**src/rtl/multicycle_control_fsm.sv**
```systemverilog
// Multi-cycle RV32I control sequencer: walks each instruction through FETCH/DECODE/EXEC/MEM/WB,
// sharing one timeout-guarded memory port between fetch and load/store, with sticky trap flags.
module multicycle_control_fsm #(
  parameter int MEM_TIMEOUT = 16
) (
  input  logic        clk,
  input  logic        reset,
  input  logic [31:0] instr,
  input  logic        mem_ready,
  input  logic        branch_taken,
  output logic        mem_req,
  output logic        mem_we,
  output logic        addr_sel,
  output logic        ir_load,
  output logic        pc_write,
  output logic [1:0]  pc_src,
  output logic [2:0]  imm_sel,
  output logic [1:0]  alu_src_a,
  output logic [1:0]  alu_src_b,
  output logic [1:0]  alu_op,
  output logic        reg_write,
  output logic [1:0]  wb_sel,
  output logic        illegal_instr,
  output logic        bus_error,
  output logic [2:0]  state
);
  localparam int TW = $clog2(MEM_TIMEOUT + 1);
  localparam logic [TW-1:0] TMO_LAST = TW'(MEM_TIMEOUT - 1);

  localparam logic [6:0] OP_R      = 7'b0110011;
  localparam logic [6:0] OP_IMM    = 7'b0010011;
  localparam logic [6:0] OP_LOAD   = 7'b0000011;
  localparam logic [6:0] OP_JALR   = 7'b1100111;
  localparam logic [6:0] OP_STORE  = 7'b0100011;
  localparam logic [6:0] OP_BRANCH = 7'b1100011;
  localparam logic [6:0] OP_LUI    = 7'b0110111;
  localparam logic [6:0] OP_AUIPC  = 7'b0010111;
  localparam logic [6:0] OP_JAL    = 7'b1101111;

  typedef enum logic [2:0] {
    IDLE   = 3'd0,
    FETCH  = 3'd1,
    DECODE = 3'd2,
    EXEC   = 3'd3,
    MEM    = 3'd4,
    WB     = 3'd5,
    TRAP   = 3'd7
  } state_t;

  state_t        state_q, state_d;
  logic [6:0]    opcode_q, opcode_d;
  logic [2:0]    funct3_q, funct3_d;
  logic [TW-1:0] tmo_q, tmo_d;
  logic          illegal_q, illegal_d;
  logic          bus_err_q, bus_err_d;
  logic [2:0]    imm_type;
  logic          known_op;
  logic          unused_bits;

  always_ff @(posedge clk or posedge reset) begin
    if (reset) begin
      state_q   <= IDLE;
      opcode_q  <= '0;
      funct3_q  <= '0;
      tmo_q     <= '0;
      illegal_q <= 1'b0;
      bus_err_q <= 1'b0;
    end else begin
      state_q   <= state_d;
      opcode_q  <= opcode_d;
      funct3_q  <= funct3_d;
      tmo_q     <= tmo_d;
      illegal_q <= illegal_d;
      bus_err_q <= bus_err_d;
    end
  end

  // Immediate format and legality come only from the latched opcode.
  always_comb begin
    imm_type = 3'd0;
    known_op = 1'b1;
    case (opcode_q)
      OP_IMM, OP_LOAD, OP_JALR: imm_type = 3'd1;
      OP_STORE:                 imm_type = 3'd2;
      OP_BRANCH:                imm_type = 3'd3;
      OP_LUI, OP_AUIPC:         imm_type = 3'd4;
      OP_JAL:                   imm_type = 3'd5;
      OP_R:                     imm_type = 3'd0;
      default:                  known_op = 1'b0;
    endcase
  end

  always_comb begin
    state_d   = state_q;
    opcode_d  = opcode_q;
    funct3_d  = funct3_q;
    tmo_d     = '0;
    illegal_d = illegal_q;
    bus_err_d = bus_err_q;
    mem_req   = 1'b0;
    mem_we    = 1'b0;
    addr_sel  = 1'b0;
    ir_load   = 1'b0;
    pc_write  = 1'b0;
    pc_src    = 2'd0;
    imm_sel   = 3'd0;
    alu_src_a = 2'd0;
    alu_src_b = 2'd0;
    alu_op    = 2'd0;
    reg_write = 1'b0;
    wb_sel    = 2'd0;

    case (state_q)
      IDLE: state_d = FETCH;

      FETCH: begin
        mem_req = 1'b1;
        if (mem_ready) begin
          ir_load  = 1'b1;
          pc_write = 1'b1;
          opcode_d = instr[6:0];
          funct3_d = instr[14:12];
          state_d  = DECODE;
        end else if (tmo_q == TMO_LAST) begin
          state_d   = TRAP;
          bus_err_d = 1'b1;
        end else begin
          tmo_d = tmo_q + 1'b1;
        end
      end

      DECODE: begin
        imm_sel = imm_type;
        if (!known_op) begin
          state_d   = TRAP;
          illegal_d = 1'b1;
        end else begin
          state_d = EXEC;
        end
      end

      EXEC: begin
        imm_sel = imm_type;
        state_d = WB;
        case (opcode_q)
          OP_R:   alu_op = 2'd1;
          OP_IMM: begin alu_op = 2'd1; alu_src_b = 2'd1; end
          OP_LOAD, OP_STORE: begin alu_src_b = 2'd1; state_d = MEM; end
          OP_LUI:   begin alu_src_a = 2'd2; alu_src_b = 2'd1; end
          OP_AUIPC: begin alu_src_a = 2'd1; alu_src_b = 2'd1; end
          OP_BRANCH: begin
            alu_op  = 2'd2;
            state_d = FETCH;
            if (branch_taken) begin
              pc_write = 1'b1;
              pc_src   = 2'd1;
            end
          end
          OP_JAL:  begin pc_write = 1'b1; pc_src = 2'd1; end
          OP_JALR: begin alu_src_b = 2'd1; pc_write = 1'b1; pc_src = 2'd2; end
          default: state_d = TRAP;
        endcase
      end

      // Address and write strobe stay stable until the transfer is accepted.
      MEM: begin
        imm_sel  = imm_type;
        mem_req  = 1'b1;
        addr_sel = 1'b1;
        mem_we   = (opcode_q == OP_STORE);
        if (mem_ready) begin
          state_d = (opcode_q == OP_STORE) ? FETCH : WB;
        end else if (tmo_q == TMO_LAST) begin
          state_d   = TRAP;
          bus_err_d = 1'b1;
        end else begin
          tmo_d = tmo_q + 1'b1;
        end
      end

      WB: begin
        imm_sel   = imm_type;
        reg_write = 1'b1;
        state_d   = FETCH;
        if (opcode_q == OP_LOAD)
          wb_sel = 2'd1;
        else if (opcode_q == OP_JAL || opcode_q == OP_JALR)
          wb_sel = 2'd2;
      end

      TRAP: state_d = TRAP;

      default: state_d = IDLE;
    endcase
  end

  assign illegal_instr = illegal_q;
  assign bus_error     = bus_err_q;
  assign state         = state_q;
  assign unused_bits   = ^{instr[31:15], instr[11:7], funct3_q};
endmodule

```
**config.mk**
```make
export PLATFORM = sky130hd
export DESIGN_NAME = multicycle_control_fsm
export DESIGN_NICKNAME = d
export VERILOG_FILES = /design/src/rtl/multicycle_control_fsm.sv
export SDC_FILE = /design/constraint.sdc
export NUM_CORES = 1
export LEC_CHECK = 0
export BUFFER_PORTS_ARGS = -buffer_cell sky130_fd_sc_hd__buf_2
export CORE_MARGIN = 4
export CORE_UTILIZATION = 40
export DETAILED_ROUTE_END_ITERATION = 8
export PLACE_DENSITY = 0.86
export REMOVE_ABC_BUFFERS = 1
export SLEW_MARGIN = 5
export SYNTH_ARGS = -nofsm -noshare
export SYNTH_HDL_FRONTEND = slang
export SYNTH_SLANG_ARGS = --single-unit
```
**constraint.sdc**
```tcl
create_clock -name clk -period 1.4 [get_ports clk]
set_input_delay 0.14 -clock clk [delete_from_list [all_inputs] [get_ports clk]]
set_output_delay 0.14 -clock clk [all_outputs]
set_load 0.03 [all_outputs]
```
**Yosys cells after proc, flatten, opt, wreduce, memory -nomap -nowiden**

Index checks and enable logic that the tools add are counted.
W data, S select, Z words.

- Add/sub/neg operators: 1
- Multiply operators: 0
- Div/mod/pow operators: 0
- Magnitude comparators: 0
- Equality and inequality tests: 16
- Shift operators: 0
- Mux-type cells: 34
- Bitwise logic cells: 2
- Reduce and logical (&&, ||, !) cells: 16

Operator list:

| cell | number |
|---|---|
| $eq A7 B6 Y1 const B | 3 |
| $eq A7 B7 Y1 const B | 3 |
| $mux W3 | 6 |
| $pmux W3 S6 | 1 |
| $mux W5 | 3 |
| $pmux W3 S5 | 1 |
| $eq A7 B5 Y1 const B | 2 |
| $mux W2 | 6 |
| $reduce_or A2 Y1 | 6 |
| $reduce_or A6 Y1 | 2 |
| $mux W1 | 11 |
| $eq A3 B3 Y1 const B | 3 |
| $pmux W3 S3 | 1 |
| $reduce_or A9 Y1 | 1 |
| $pmux W2 S2 | 2 |
| $eq A7 B2 Y1 const B | 1 |
| $eq A3 B2 Y1 const B | 2 |
| $pmux W2 S3 | 1 |
| $add A5 B1 Y5 const B | 1 |
| $eq A5 B4 Y1 const B | 1 |
| $pmux W1 S2 | 2 |
| $reduce_and A2 Y1 | 2 |
| $reduce_or A4 Y1 | 1 |
| $eq A3 B1 Y1 const B | 1 |
| other kinds (5) | 6 |

- Register bits after elaboration: 17
- Latch bits: 0
- Memory bits (writable): 0
- ROM bits: 0
- Input bits: 36
- Output and inout port bits: 24
- Memories kept: 0

**Depth between registers and ports, before layout**

- Word-level depth: 5
- Gate-level depth with buffers: 6
- Gate-level depth less buffers: 5

**Worst setup path after synthesis**

Ideal clock, no wire load.

- Kind: flip-flop to output port
- Start point: register state_q[2], in the netlist state[2]
- End point: output port imm_sel[0]
- Arrival: 2.177 ns
- Setup slack: -0.917 ns
- Cell stages (with the launch flop): 5
- Path buffers: 1
- Cells stage by stage: dfrtp_1 buf_4 nor2b_1 nor2_1 a2111oi_1

- Cells in the longest elaborated chain, start to end: 3

RTL lines:

| item | line | RTL |
|---|---|---|
| start: declaration | 50 | `state_t state_q, state_d;` |
| start signal: assignment | 69 | `state_q <= state_d;` |
| $eq A3 B3 Y1 / $eq A3 B2 Y1 (equally long branches) | 113 | `case (state_q)` |
| $reduce_or A4 Y1 (no line) * | n/a |  |
| $mux W3 * | 113 |  |
| end: declaration | 17 | `output logic [2:0] imm_sel,` |

Every way passes the cells marked *; elsewhere a longest branch is shown, timed or not.

**Worst setup path after layout**

- Start point: register state_q[2], in the netlist state[2]
- End point: output port pc_src[0]

- Cells in the longest elaborated chain, start to end: 2

RTL lines:

| item | line | RTL |
|---|---|---|
| $eq A3 B2 Y1 | 113 |  |
| $mux W2 | 113 |  |
| end: declaration | 16 | `output logic [1:0] pc_src,` |

Every way passes these cells.

==> results.txt <==
----------------------------------------------------
[Run status]
  Status ... finished with violations
  Failing checks ... setup timing

[STA]
  Ratio of final minimum period to clock period ... 141%
  RSZ-0062 raised after global routing ... yes
  FMAX ... between 500 and 600 MHz
  Slew at the pin closest to its max-slew limit ... 0.709 ns
  Post-Route Skew ... 0.0195 ns
  Final min period ... a little under 2 ns
  Max transition margin ... between 50% and 60%
  Hold Vio Cnt, Final ... 0
  Sum Neg Setup Slack ... -10.88 ns
  Final Worst Setup Slack ... -0.579 ns
  # setup viols final ... 33
  Total count of max-transition violations in the final report ... 0

[Power]
  Fraction of power spent switching nets ... around 48%
  Comb pwr share ... 77.8%
  Leak Pwr ... about 1.1 nW
  Pwr per Cell Area ... roughly 2300 mW/mm^2
  Largest voltage drop on the vdd net ... around 1900 uV
  Sequential Power Share ... roughly 17%
  Switching Power ... 2.54 mW
  Clock power share ... approximately 5.7%
  P_int ... between 2 and 3 mW

[Final layout]
  Most frequent standard cell in the layout excluding fill and tap cells ... buf_4
  Final Net Count ... 251
  Area growth, synth to finish ... 105%
  Commonest non-fill, non-tap cells in the layout ... buf_4 (45), buf_6 (33), dfrtp_1 (15)
  Count of inserted antenna diode cells ... 0
  Final design utilization ... between 80% and 90%
  Fraction of layout cells with a size suffix above 1 ... 70.4%

[Global route]
  All-Layer GR Usage ... a little over a quarter
  Global Route met2 Usage ... approximately 44%
  GRT Residual Overflow ... 0
  Met1 usage ... about a third
  First-pass GRT wire length ... slightly above 7000 um
  Met3 track demand over resource ... under 10%
  Busiest layer in global routing ... met2
  Largest net degree at the start of global routing ... 18
  Initial antenna violation count ... 0
  Vias in the first global route ... approximately 1,400

[Drt]
  Number of nets still failing antenna checks after routing ... 0
  # DRC ... 0
  Length of the first detailed-routing pass in iterations ... 4
  First-iteration detailed-routing DRC count ... 134
  Wire length per cell after detailed routing ... between 20 and 25 um
  Vias after detailed routing ... about 1,500
  Total Wirelength ... 5760 um
  Vias per cell ... ~6.1

[Worst setup path]
  Crit path launch type ... register
  Arr. time, crit path ... between 1.5 and 2 ns
  Required arrival time at the worst endpoint ... 1.26 ns
  Worst Setup End Kind ... output port
  Crit Path Category ... reg2out
  Largest fanout of any net on the critical path ... 4

[Synthesis]
  Async set-reset flop share out of synthesis ... 100%
  Number of synthesized flops with an enable pin ... 0
  Sequential fraction of the synthesis area ... 38.5%
  Mean post-synth cell area ... between 8 and 9 sq um
  Count of state elements after synthesis ... 17
  YS warnings ... 0
  Count of different cell masters after synthesis ... 47
  Most common flop cell mapped by yosys ... dfrtp_1
  Post-Synthesis Cell Area ... about 0.0011 sq mm
  Synthesized instance count ... approximately 120

[Clock network]
  Maximum clock insertion buffer count ... 2
  Inserted Clock Buffers ... 3
  Worst-Skew Late Latency ... 0.31 ns
  H-tree levels ... 1
  Post-CTS clock slew at the launch and capture registers of the worst setup and hold paths ... 0.14 ns
  CTS Root Cell ... clkbuf_4
  TritonCTS clock tree ... built
  TritonCTS Sinks ... 17

[Worst hold path]
  Class of the worst hold path ... in2reg

[Floorplan]
  I/O Pins ... 60
  Die height ... between 60 and 70 um
  Area inside the core boundary ... 0.00254 sq mm
  Number of placement rows ... 18
  Width of the die ... roughly 61 um
  Die area ... around 0.0037 sq mm
  Starting density of the core ... 43.4%

[Job]
  Maxcap violations ... 0

[Place]
  Count of port buffers added during placement ... 33
  HPWL after detailed placement ... around 2500 um
  Final RePlAce weighted congestion ... 0.915

----------------------------------------------------
-- final timing paths --
kind / from / slack, ns / to / cells after the start
hold / removal: instr[6] / 0.06 / opcode_q[6] / 3
setup reg to reg: state[2] / -0.36 / opcode_q[2] / 7
hold reg to reg: bus_error / 0.47 / bus_error / 1
setup / recovery: state[2] / -0.58 / pc_src[0] / 5
min in group asynchronous: reset / 0.47 / tmo_q[0] / 3
max in group asynchronous: reset / 0.42 / opcode_q[5] / 3
-- flip-flops by register name, summed over array words and instances, names as in the netlist --
name           flops
bus_error          1
illegal_instr      1
tmo_q              5
state              3
opcode_q           7
-- power by group through the flow --
| stage | clock network, mW | logic [mW] | registers (mW) |
|---|---|---|---|
| after CTS | 0.273 | 2.96 | 0.813 |
| final | 0.300 | 4.13 | 0.874 |
| after global placement | 0 | 1.99 | 0.783 |
| after detailed placement | 0 | 2.06 | 0.802 |
| after global routing | 0.326 | 4.23 | 0.877 |
| after floorplan | 0 | 0.909 | 1.03 |
-- synth_stat cells (all sizes together), types with 2 or more instances --
master   instances  area share, %
dfrtp           17             39
nor2            12            4.1
nand2           10            4.3
nor3             9            4.1
buf              8            4.9
inv              8            2.7
o21ai            6            2.7
a21oi            5            2.3
mux2             5            5.1
a31oi            4            2.3
nand3            4            1.8
nor3b            3            2.0
a2111oi          2            2.3
and2b            2            1.6
nand2b           2            1.1
nor4b            2            2.2
or3              2            1.1
xnor2            2            1.6
-- worst max-delay path, stage by stage (launching register included) --
cell	delay, ns
dfrtp_1	0.43
and2b_2	0.29
nand2_4	0.08
or3_4	0.35
nor2_1	0.19
buf_4	0.19
-- area by class of cell --
cell class	count	area, sq um
Tap cell	30	37.5
Clock inverter	1	5.00
Fill cell	102	278
Multi-Input combinational cell	90	922
Sequential cell	17	428
Inverter	8	37.5
Timing Repair Buffer	94	815
Clock buffer	3	22.5
-- stage by stage --
stage	hold WS (ns)	power [mW]	instances	setup slack, ns	area [sq um]
2_1_floorplan	0.0661	1.94	115	-1.11	1050
3_3_place_gp	0.252	2.77	209	-0.159	1480
3_5_place_dp	0.271	2.86	209	-0.242	1480
4_1_cts	0.0559	4.05	227	-0.434	1910
5_1_grt	0.0664	5.43	243	-0.643	2270
6_report	0.0585	5.30	243	-0.579	2270
-- cells by family after synthesis --
kind of cell             after synthesis  synth area share [%]
AO/OA/AOI/OAI                         25                  15.5
XOR/XNOR                               3                  2.38
adder cells (fa/ha/maj)                1                  1.13
buffers and inverters                 17                  7.93
flip-flops                            17                  38.5
multiplexers                           6                  6.00
other                                  1                 0.339
AND/OR/NAND/NOR                       54                  28.2
-- routing by layer --
metal	wire (um)	share of wire (%)
met2	2880	50
met3	615	11
met4	206	3.6
met5	0	0
met1	2060	36
-- what timing repair did --
item,CTS,global route
hold buffers,1,0
buffers inserted,13,20
gates resized for setup,73,65
endpoints found under the hold margin,17,0
pin swaps,14,12
endpoints found under the setup margin,29,32
cloned,0,0
Note: power is estimated with default switching activity, not from simulation.
